### src/rtl/adpcm_adapt_quan.sv
// adpcm_adapt_quan: G.726 adaptive quantizer (LOG, SUBTB, QUAN) as a serial multi-cycle datapath.
// Build option QUAN_EARLY_EXIT_EN: LOG and SRCH stop as soon as the answer is known (same codewords).
//
// state | meaning
// IDLE  | waiting for START; I holds the last codeword
// LOG   | scanning DQM from bit 14 down for the exponent
// SUB   | forming DL = {EXP,MANT} and DLN = DL - Y/4 (mod 4096)
// SRCH  | walking the rate's threshold table, counting IMAG
// OUT   | mapping sign/IMAG to the codeword, pulsing DONE
module adpcm_adapt_quan #(
  parameter int D_WIDTH = 16,
  parameter int Y_WIDTH = 13
) (
  input  logic               CLK,
  input  logic               reset,
  input  logic               START,
  input  logic [1:0]         RATE,
  input  logic [D_WIDTH-1:0] D,
  input  logic [Y_WIDTH-1:0] Y,
  output logic               BUSY,
  output logic               DONE,
  output logic [4:0]         I
);

  typedef enum logic [2:0] {S_IDLE, S_LOG, S_SUB, S_SRCH, S_OUT} state_t;

  // Thresholds in signed DLN units; 4095 pads the short tables and is never reached by DLN.
  localparam logic signed [12:0] SENT = 13'sd4095;
  localparam logic signed [12:0] THR_40K [0:14] = '{
    -13'sd122, -13'sd16, 13'sd68, 13'sd139, 13'sd198, 13'sd250, 13'sd298, 13'sd339,
    13'sd378, 13'sd413, 13'sd445, 13'sd475, 13'sd502, 13'sd526, 13'sd548};
  localparam logic signed [12:0] THR_32K [0:14] = '{
    -13'sd124, 13'sd80, 13'sd178, 13'sd246, 13'sd300, 13'sd349, 13'sd400, SENT,
    SENT, SENT, SENT, SENT, SENT, SENT, SENT};
  localparam logic signed [12:0] THR_24K [0:14] = '{
    13'sd8, 13'sd218, 13'sd331, SENT, SENT, SENT, SENT, SENT,
    SENT, SENT, SENT, SENT, SENT, SENT, SENT};
  localparam logic signed [12:0] THR_16K [0:14] = '{
    13'sd261, SENT, SENT, SENT, SENT, SENT, SENT, SENT,
    SENT, SENT, SENT, SENT, SENT, SENT, SENT};

  function automatic logic signed [12:0] thr_lookup(input logic [1:0] rate, input logic [3:0] idx);
    logic signed [12:0] t;
    case (rate)
      2'b00:   t = THR_40K[idx];
      2'b01:   t = THR_32K[idx];
      2'b10:   t = THR_24K[idx];
      default: t = THR_16K[idx];
    endcase
    return t;
  endfunction

  state_t      state;
  logic        ds;
  logic [14:0] dqm;
  logic [12:0] y_q;
  logic [1:0]  rate_q;
  logic [3:0]  cnt;
  logic [3:0]  exp_q;
  logic [11:0] dln;
  logic [3:0]  imag;
`ifndef QUAN_EARLY_EXIT_EN
  logic        found;
`endif

  logic [15:0]        d_neg;
  logic [14:0]        dqm_in;
  logic [6:0]         mant;
  logic [11:0]        dln_next;
  logic signed [12:0] sdln;
  logic signed [12:0] thr;
  logic               thr_le;
  logic [4:0]         mask;
  logic [4:0]         raw;
  logic [4:0]         code;

  always_comb begin
    d_neg = 16'(-D);
    // -32768 has no positive 16-bit counterpart; clamp the magnitude.
    if (!D[15])
      dqm_in = D[14:0];
    else if (d_neg[15])
      dqm_in = 15'h7fff;
    else
      dqm_in = d_neg[14:0];

    mant     = 7'({dqm, 7'b0} >> exp_q);
    dln_next = 12'({1'b0, exp_q, mant}) - 12'(y_q >> 2);

    sdln   = signed'({dln[11], dln});
    thr    = thr_lookup(rate_q, 4'd14 - cnt);
    thr_le = (thr <= sdln);

    case (rate_q)
      2'b00:   mask = 5'h1f;
      2'b01:   mask = 5'h0f;
      2'b10:   mask = 5'h07;
      default: mask = 5'h03;
    endcase
    raw = ds ? (~{1'b0, imag} & mask) : {1'b0, imag};
    // 16k uses all four 2-bit codes; the other rates reserve zero.
    code = (raw == 5'd0 && rate_q != 2'b11) ? mask : raw;
  end

  always_ff @(posedge CLK) begin
    if (reset) begin
      state  <= S_IDLE;
      BUSY   <= 1'b0;
      DONE   <= 1'b0;
      I      <= 5'd0;
      ds     <= 1'b0;
      dqm    <= 15'd0;
      y_q    <= 13'd0;
      rate_q <= 2'b00;
      cnt    <= 4'd0;
      exp_q  <= 4'd0;
      dln    <= 12'd0;
      imag   <= 4'd0;
`ifndef QUAN_EARLY_EXIT_EN
      found  <= 1'b0;
`endif
    end else begin
      DONE <= 1'b0;
      case (state)
        S_IDLE: begin
          if (START) begin
            ds     <= D[15];
            dqm    <= dqm_in;
            y_q    <= Y;
            rate_q <= RATE;
            cnt    <= 4'd14;
            exp_q  <= 4'd0;
`ifndef QUAN_EARLY_EXIT_EN
            found  <= 1'b0;
`endif
            BUSY   <= 1'b1;
            state  <= S_LOG;
          end
        end
        S_LOG: begin
`ifdef QUAN_EARLY_EXIT_EN
          if (dqm[cnt] || cnt == 4'd0) begin
            exp_q <= cnt;
            state <= S_SUB;
          end else begin
            cnt <= cnt - 4'd1;
          end
`else
          if (dqm[cnt] && !found) begin
            exp_q <= cnt;
            found <= 1'b1;
          end
          if (cnt == 4'd0)
            state <= S_SUB;
          else
            cnt <= cnt - 4'd1;
`endif
        end
        S_SUB: begin
          dln   <= dln_next;
          cnt   <= 4'd14;
          imag  <= 4'd0;
          state <= S_SRCH;
        end
        S_SRCH: begin
`ifdef QUAN_EARLY_EXIT_EN
          if (!thr_le) begin
            state <= S_OUT;
          end else begin
            imag <= imag + 4'd1;
            if (cnt == 4'd0)
              state <= S_OUT;
            else
              cnt <= cnt - 4'd1;
          end
`else
          if (thr_le)
            imag <= imag + 4'd1;
          if (cnt == 4'd0)
            state <= S_OUT;
          else
            cnt <= cnt - 4'd1;
`endif
        end
        S_OUT: begin
          I     <= code;
          DONE  <= 1'b1;
          BUSY  <= 1'b0;
          state <= S_IDLE;
        end
        default: state <= S_IDLE;
      endcase
    end
  end

endmodule

### config.mk
export PLATFORM = sky130hd
export DESIGN_NAME = adpcm_adapt_quan
export DESIGN_NICKNAME = d
export VERILOG_FILES = /design/src/rtl/adpcm_adapt_quan.sv
export SDC_FILE = /design/constraint.sdc
export NUM_CORES = 1
export LEC_CHECK = 0
export ABC_AREA = 0
export CAP_MARGIN = 15
export CELL_PAD_IN_SITES_DETAIL_PLACEMENT = 2
export CELL_PAD_IN_SITES_GLOBAL_PLACEMENT = 2
export CORE_ASPECT_RATIO = 0.5
export CORE_MARGIN = 1.5
export CORE_UTILIZATION = 30
export CTS_CLUSTER_DIAMETER = 100
export DETAILED_ROUTE_END_ITERATION = 8
export HOLD_SLACK_MARGIN = 0.03
export PLACE_DENSITY_LB_ADDON = 0.05
export SKIP_CTS_REPAIR_TIMING = 1
export SYNTH_ARGS = -nofsm -noshare
export SYNTH_HDL_FRONTEND = slang
export SYNTH_SLANG_ARGS = --single-unit
### constraint.sdc
create_clock -name CLK -period 4.8 [get_ports CLK]
set_input_delay 0.96 -clock CLK [delete_from_list [all_inputs] [get_ports CLK]]
set_output_delay 0.96 -clock CLK [all_outputs]
set_load 0.01 [all_outputs]
Yosys cells after proc, flatten, opt, wreduce, memory -nomap -nowiden
Memories as Yosys holds them, arrays and structs flattened.
Cells that the tools add are included.

cells by class
  add/sub/neg operators = 5
  $lt $le $gt $ge = 3
  equal/unequal tests = 13
  shift operators = 1
  muxes and demuxes = 34
  bitwise logic cells = 3
  reductions and logical operators = 18

operators with widths
  operator            number
  $mux 13             8
  $pmux 13 s3         1
  $mux 15             2
  $shr 22x4->7        1
  $mux 4              5
  $neg 16->16         1
  $pmux 4 s2          2
  $pmux 5 s3          1
  $ne 2x2->1 const B  7
  $le 13x12->1        1
  $pmux 3 s4          1
  $pmux 4 s3          1
  $sub 11x11->12      1
  $mux 5              2
  $not 4->5           2
  $mux 3              3
  $reduce_and 3->1    3
  $eq 3x2->1 const B  2
  $reduce_and 2->1    3
  $reduce_bool 2->1   3
  $and 5x5->5         1
  $ge 5x5->1 const B  1
  $logic_not 5->1     1
  $lt 4x5->1 const B  1
  17 further kinds    23

storage, ports and cells
  register bits = 66
  bits in read-only memories = 832
  input bits = 34
  output and inout port bits = 7
  word-level logic and storage cells = 94
  memories kept = 4

memories
  name              words  bits a word  rd ports  clocked after Yosys merged registers in  write ports  RTL line  RTL
  (name not given)  16     13           1         0                                        0            48        default: t = THR_16K[idx];
  (name not given)  16     13           1         0                                        0            47        2'b10: t = THR_24K[idx];
  (name not given)  16     13           1         0                                        0            46        2'b01: t = THR_32K[idx];
  (name not given)  16     13           1         0                                        0            45        2'b00: t = THR_40K[idx];

Depth between registers and ports, before layout
  depth in word-level cells = 9
  mapped depth = 16
  gate-level depth less buffers = 14

Worst setup path before layout
No wires, ideal clock.

  path type = reg2reg
  from = register cnt[0]
  to = register imag[1]
  library setup time = 122 ps
  data arrival time = 3505 ps
  required time = 4678 ps
  slack = 1173 ps
  stages on the path, launching flop included = 13
  period minus slack after synthesis = 3627 ps
  cell sequence = dfxtp_1 > ha_1 > xnor2_1 > clkbuf_1 > xnor2_1 > a21oi_1 > o22ai_1 > o31ai_1 > ha_1 > nand4_1 > o41ai_1 > a31oi_1 > a221o_1

between the ends
  cells in the longest elaborated chain, start to end = 9

RTL lines
  what                                             RTL line  RTL
  from (decl)                                      58        logic [3:0] cnt;
  from (signal assigned)                           156       cnt <= cnt - 4'd1;
  from (signal assigned)                           182       cnt <= cnt - 4'd1;
  $sub 4x4->4 (*)                                  91        thr = thr_lookup(rate_q, 4'd14 - cnt);
  $not 4->5 (implied by the code) (*)              n/a
  $mem_v2 16x13, on equally long branches          n/a
  $mux 13, on equally long branches (2 in series)  n/a
  $pmux 13 s3 (*)                                  44        case (rate)
  $le 13x12->1 (*)                                 92        thr_le = (thr <= sdln);
  $ne 2x2->1 (no source line) (*)                  n/a
  $reduce_and 2->1 (no source line) (*)            n/a
  to (signal assigned)                             178       imag <= imag + 4'd1;
  to (decl)                                        61        logic [3:0] imag;

Every way passes the cells marked *; elsewhere a longest branch is shown, timed or not. The select of a mux whose other input is x is not followed.
A chain may end at the register's enable or synchronous reset.

Worst setup path after layout
Ends and elaborated chain as after synthesis.

==> results by stage <==
Layout:
- Cells fill 35.90% of the core in the end.
- Leaving out fill and tap cells, the most frequent cell in the layout is nand2_1.
- The total inserted antenna cells is 0.
- The multi-input gate area in the final layout is 3426 um2.
- The number of nets at the end of the flow is 731.
- Once layout is complete, the cells apart from fillers number 894.
- Cells with a size suffix above 1 make up 10.79% of the layout.
- In the layout the commonest cells are nand2_1, nor2_1, dfxtp_1.
- The number of fill cells in the layout is 1,901.
- Summing all flip-flop and latch instances after layout gives 1281 um2.
- After routing the design area is 5884 um2.
- Compared with the post-synthesis result, the final layout area differs by 16.90%.

Global routing:
- The pin count of the biggest net entering global routing is 51.
- The wire length of the first global-routing pass is 25,960 um.
- Across every metal layer, demand over resource in global routing totals 18.99%.
- The number of antenna violations at the first check in global routing is 0.
- The number of global-route vias before repair is 4,882.
- The total global routing overflow is 0.

Yosys:
- The synthesized design spends more area on one cell type than any other, namely dfxtp_1.
- The Yosys step of the flow raised 0 warnings.
- In this run, synthesis inferred 0 flip-flops with an integrated enable.
- In the synthesized netlist the dominant register cell turns out to be dfxtp_1.
- For this run, asynchronously set or reset flops after synthesis account for 0%.
- The total nets after synthesis is 713.
- The post-synthesis average cell area is 7.804 um2.
- The register bit total from synthesis is 64.
- After synthesis, the netlist uses 66 different library cells.
- The area fraction of the dominant cell type after synthesis is 25.45%.
- The cell count after synthesis came out at 645.
- The sequential-to-total area share from yosys stat is 25.45%.
- The synthesized cell area is 5034 um2.
- Ranked by total cell area, the synthesized netlist is headed by dfxtp_1, ha_1, nand2_1.

Worst setup path:
- The critical path in this run is classified as reg -> reg.
- The minimum setup slack among reg-to-reg paths is 0.61 ns.
- The launching element type of the critical path is a flip-flop.
- Data on the critical path arrives at its endpoint at 4.41 ns.
- In this run the worst path has a maximum fanout of 11.
- For the worst flop-to-flop path, the logic depth is 14.
- The worst setup path is captured at a flip-flop.
- The startpoint identified for the worst register-to-register timing path is cnt[0]$_SDFFE_PP0P_.
- The capturing point of the worst reg2reg path is imag[1]$_SDFFE_PP0P_.
- The required arrival time at the worst endpoint is 5.02 ns.

Drt:
- The routed layout has 4,721 vias.
- In the routed design, unresolved DRC markers number 0.
- In this run the remaining antenna-violating nets after routing total 0.
- The ratio of routed vias to standard cells is 5.281.
- The total routed wirelength is 15,840 um.
- The average wire per standard cell is 17.71 um.
- The number of iterations in the first detailed-routing pass is 4.
- The detailed router finished its first iteration with 228 violations.

STA:
- Setup total negative slack on the finished layout was measured at 0 ns.
- In the post-route analysis, the smallest setup slack over all paths is 0.6122 ns.
- The headroom to the max-slew limit is 32.50%.
- The number of setup violations in the final report is 0.
- The maximum achievable frequency is 238.8 MHz.
- Setup repair after global routing left no endpoint under its margin.
- For the final database, setup skew stands at 0.01047 ns.
- The max-slew violation total from the final report was 0.
- The total count of hold-check failures in the final report came to 0.
- The time the worst path needs with I/O delays and setup is 4.188 ns.
- Hold timing on the final database bottoms out at a slack of 0.4589 ns.
- Dividing the final minimum period by the clock period gives 87.24%.
- At the pin with the least slew margin, the transition time is 1.010 ns.

Power:
- The worst IR drop on VDD is 0.0001600 V.
- The leakage power total is 2.125 nW.
- The power density relative to cell area is 345.2 nW/um2.
- The overall power after layout is 2.031 mW.

Flow run:
- The tool flagged a number of max-cap violations equal to 0.

Clock network:
- The tree is rooted in a clkbuf_16.
- At the later pin of the worst-skew pair, clock insertion delay measures 0.33 ns.
- For this design, the sink count on the clock tree is 64.
- In this run the deepest clock path goes through 2 buffers.
- The TritonCTS clock tree is done.
- The number of buffers added by the clock tree synthesis step is 9.
- Clock-pin slew was measured on the worst setup and hold paths at 0.06 ns.
- The CTS H-tree depth is 3.

Placement:
- The half-perimeter wire length after detailed placement is 12,080 um.
- The global placement routability congestion is 0.8067.
- The number of buffers inserted by port buffering is 38.
- In this run, placement finished with an instance count of 879.
- The worst slack at placement is 0.6120 ns.
- After detailed placement, the total cell area comes to 5610 um2.

Die:
- The initial core utilization is 30.71%.
- The floorplan die width is 186.2 um.
- Measured along the y axis, the die boundary spans 94.60 um.
- The number of rows created at floorplan is 33.
- The floorplan step defined a core boundary enclosing 16,390 um2.
- The floorplan step defined a die boundary enclosing 17,610 um2.
- 41 I/O pins were placed.

Min path:
- In this run the most critical hold path is launched from y_q[12]$_SDFFE_PP0P_.
- The type of the worst min-delay path is reg -> reg.
- The worst hold path terminates at y_q[12]$_SDFFE_PP0P_.
- Along the worst hold path, the cell count comes to 2.

Status:
- The run finished with clean final reports.
## synth_stat cells (11+ instances only)
library cell and n:
xor2_1 15, nand2_1 84, nand3_1 13, nor2_1 66, dfxtp_1 64, clkbuf_1 32
nor3_1 16, ha_1 33, mux4_2 11, a21oi_1 59, a211oi_1 12, o21ai_0 26
inv_1 35
## per-layer routing
layer | up-vias | wire [um] | global-route usage (%)
li1 | 2349 | - | -
met1 | 2312 | 8424 | 27.05
met2 | 51 | 6996 | 30.57
met3 | 9 | 322 | 3.008
met4 | 0 | 92 | 3.091
met5 | - | 0 | 0
## sequential cells by signal, indices dropped and copies added (netlist names)
register / count
dqm: 15
dln: 12
y_q: 11
I: 5
cnt: 4
exp_q: 4
imag: 4
state: 3
rate_q: 2
BUSY: 1
DONE: 1
ds: 1
found: 1
## critical path, stage by stage (launching register included)
cell     delay, ns
dfxtp_1       0.41
ha_1          0.31
xnor2_1       0.78
buf_4         0.31
nor3_1        0.06
a21oi_1       0.13
nor2_1        0.05
a211o_1       0.28
a21oi_1       0.24
ha_1          0.19
nand4_1       0.14
a311o_1       0.43
a31oi_1       0.36
nor4_1        0.09
a221o_1       0.29
## cells by family after synthesis
group,Yosys count,synth area share [%]
DFF,64,25.45
adders and majority gates,34,8.601
AOI/OAI and AO/OA,180,24.16
muxes,28,8.551
xor gates and xnor gates,25,4.499
and+or+nand+nor,233,22.12
buffers and inverters,81,6.612
## power breakdown
| group | switching [mW] | internal, mW | total [mW] |
|---|---|---|---|
| Clock | 0.244 | 0.373 | 0.617 |
| Sequential | 0.0734 | 0.578 | 0.652 |
| Combinational | 0.445 | 0.318 | 0.762 |
| Total | 0.762 | 1.27 | 2.03 |
## how the worst max path moves through the flow
stage / startpoint / end / slack, ns
detailed placement: cnt[0]$_SDFFE_PP0P_ / imag[1]$_SDFFE_PP0P_ / 0.61
CTS: cnt[0]$_SDFFE_PP0P_ / imag[1]$_SDFFE_PP0P_ / 0.59
finish: cnt[0]$_SDFFE_PP0P_ / imag[1]$_SDFFE_PP0P_ / 0.61
floorplan: cnt[0]$_SDFFE_PP0P_ / imag[1]$_SDFFE_PP0P_ / 1.17
global placement: cnt[0]$_SDFFE_PP0P_ / imag[1]$_SDFFE_PP0P_ / 0.69
global route: cnt[0]$_SDFFE_PP0P_ / imag[1]$_SDFFE_PP0P_ / 0.34
## cell type report
| class | count | share of cell area, % |
|---|---|---|
| timing repair buffer | 53 | 8.293 |
| inverter | 35 | 2.233 |
| multi-input combinational | 500 | 58.22 |
| sequential | 64 | 21.77 |
| clock inverter | 3 | 0.2977 |
| clock buffer | 12 | 4.359 |
| tap | 227 | 4.827 |
Power figures use the tool's default switching activity.
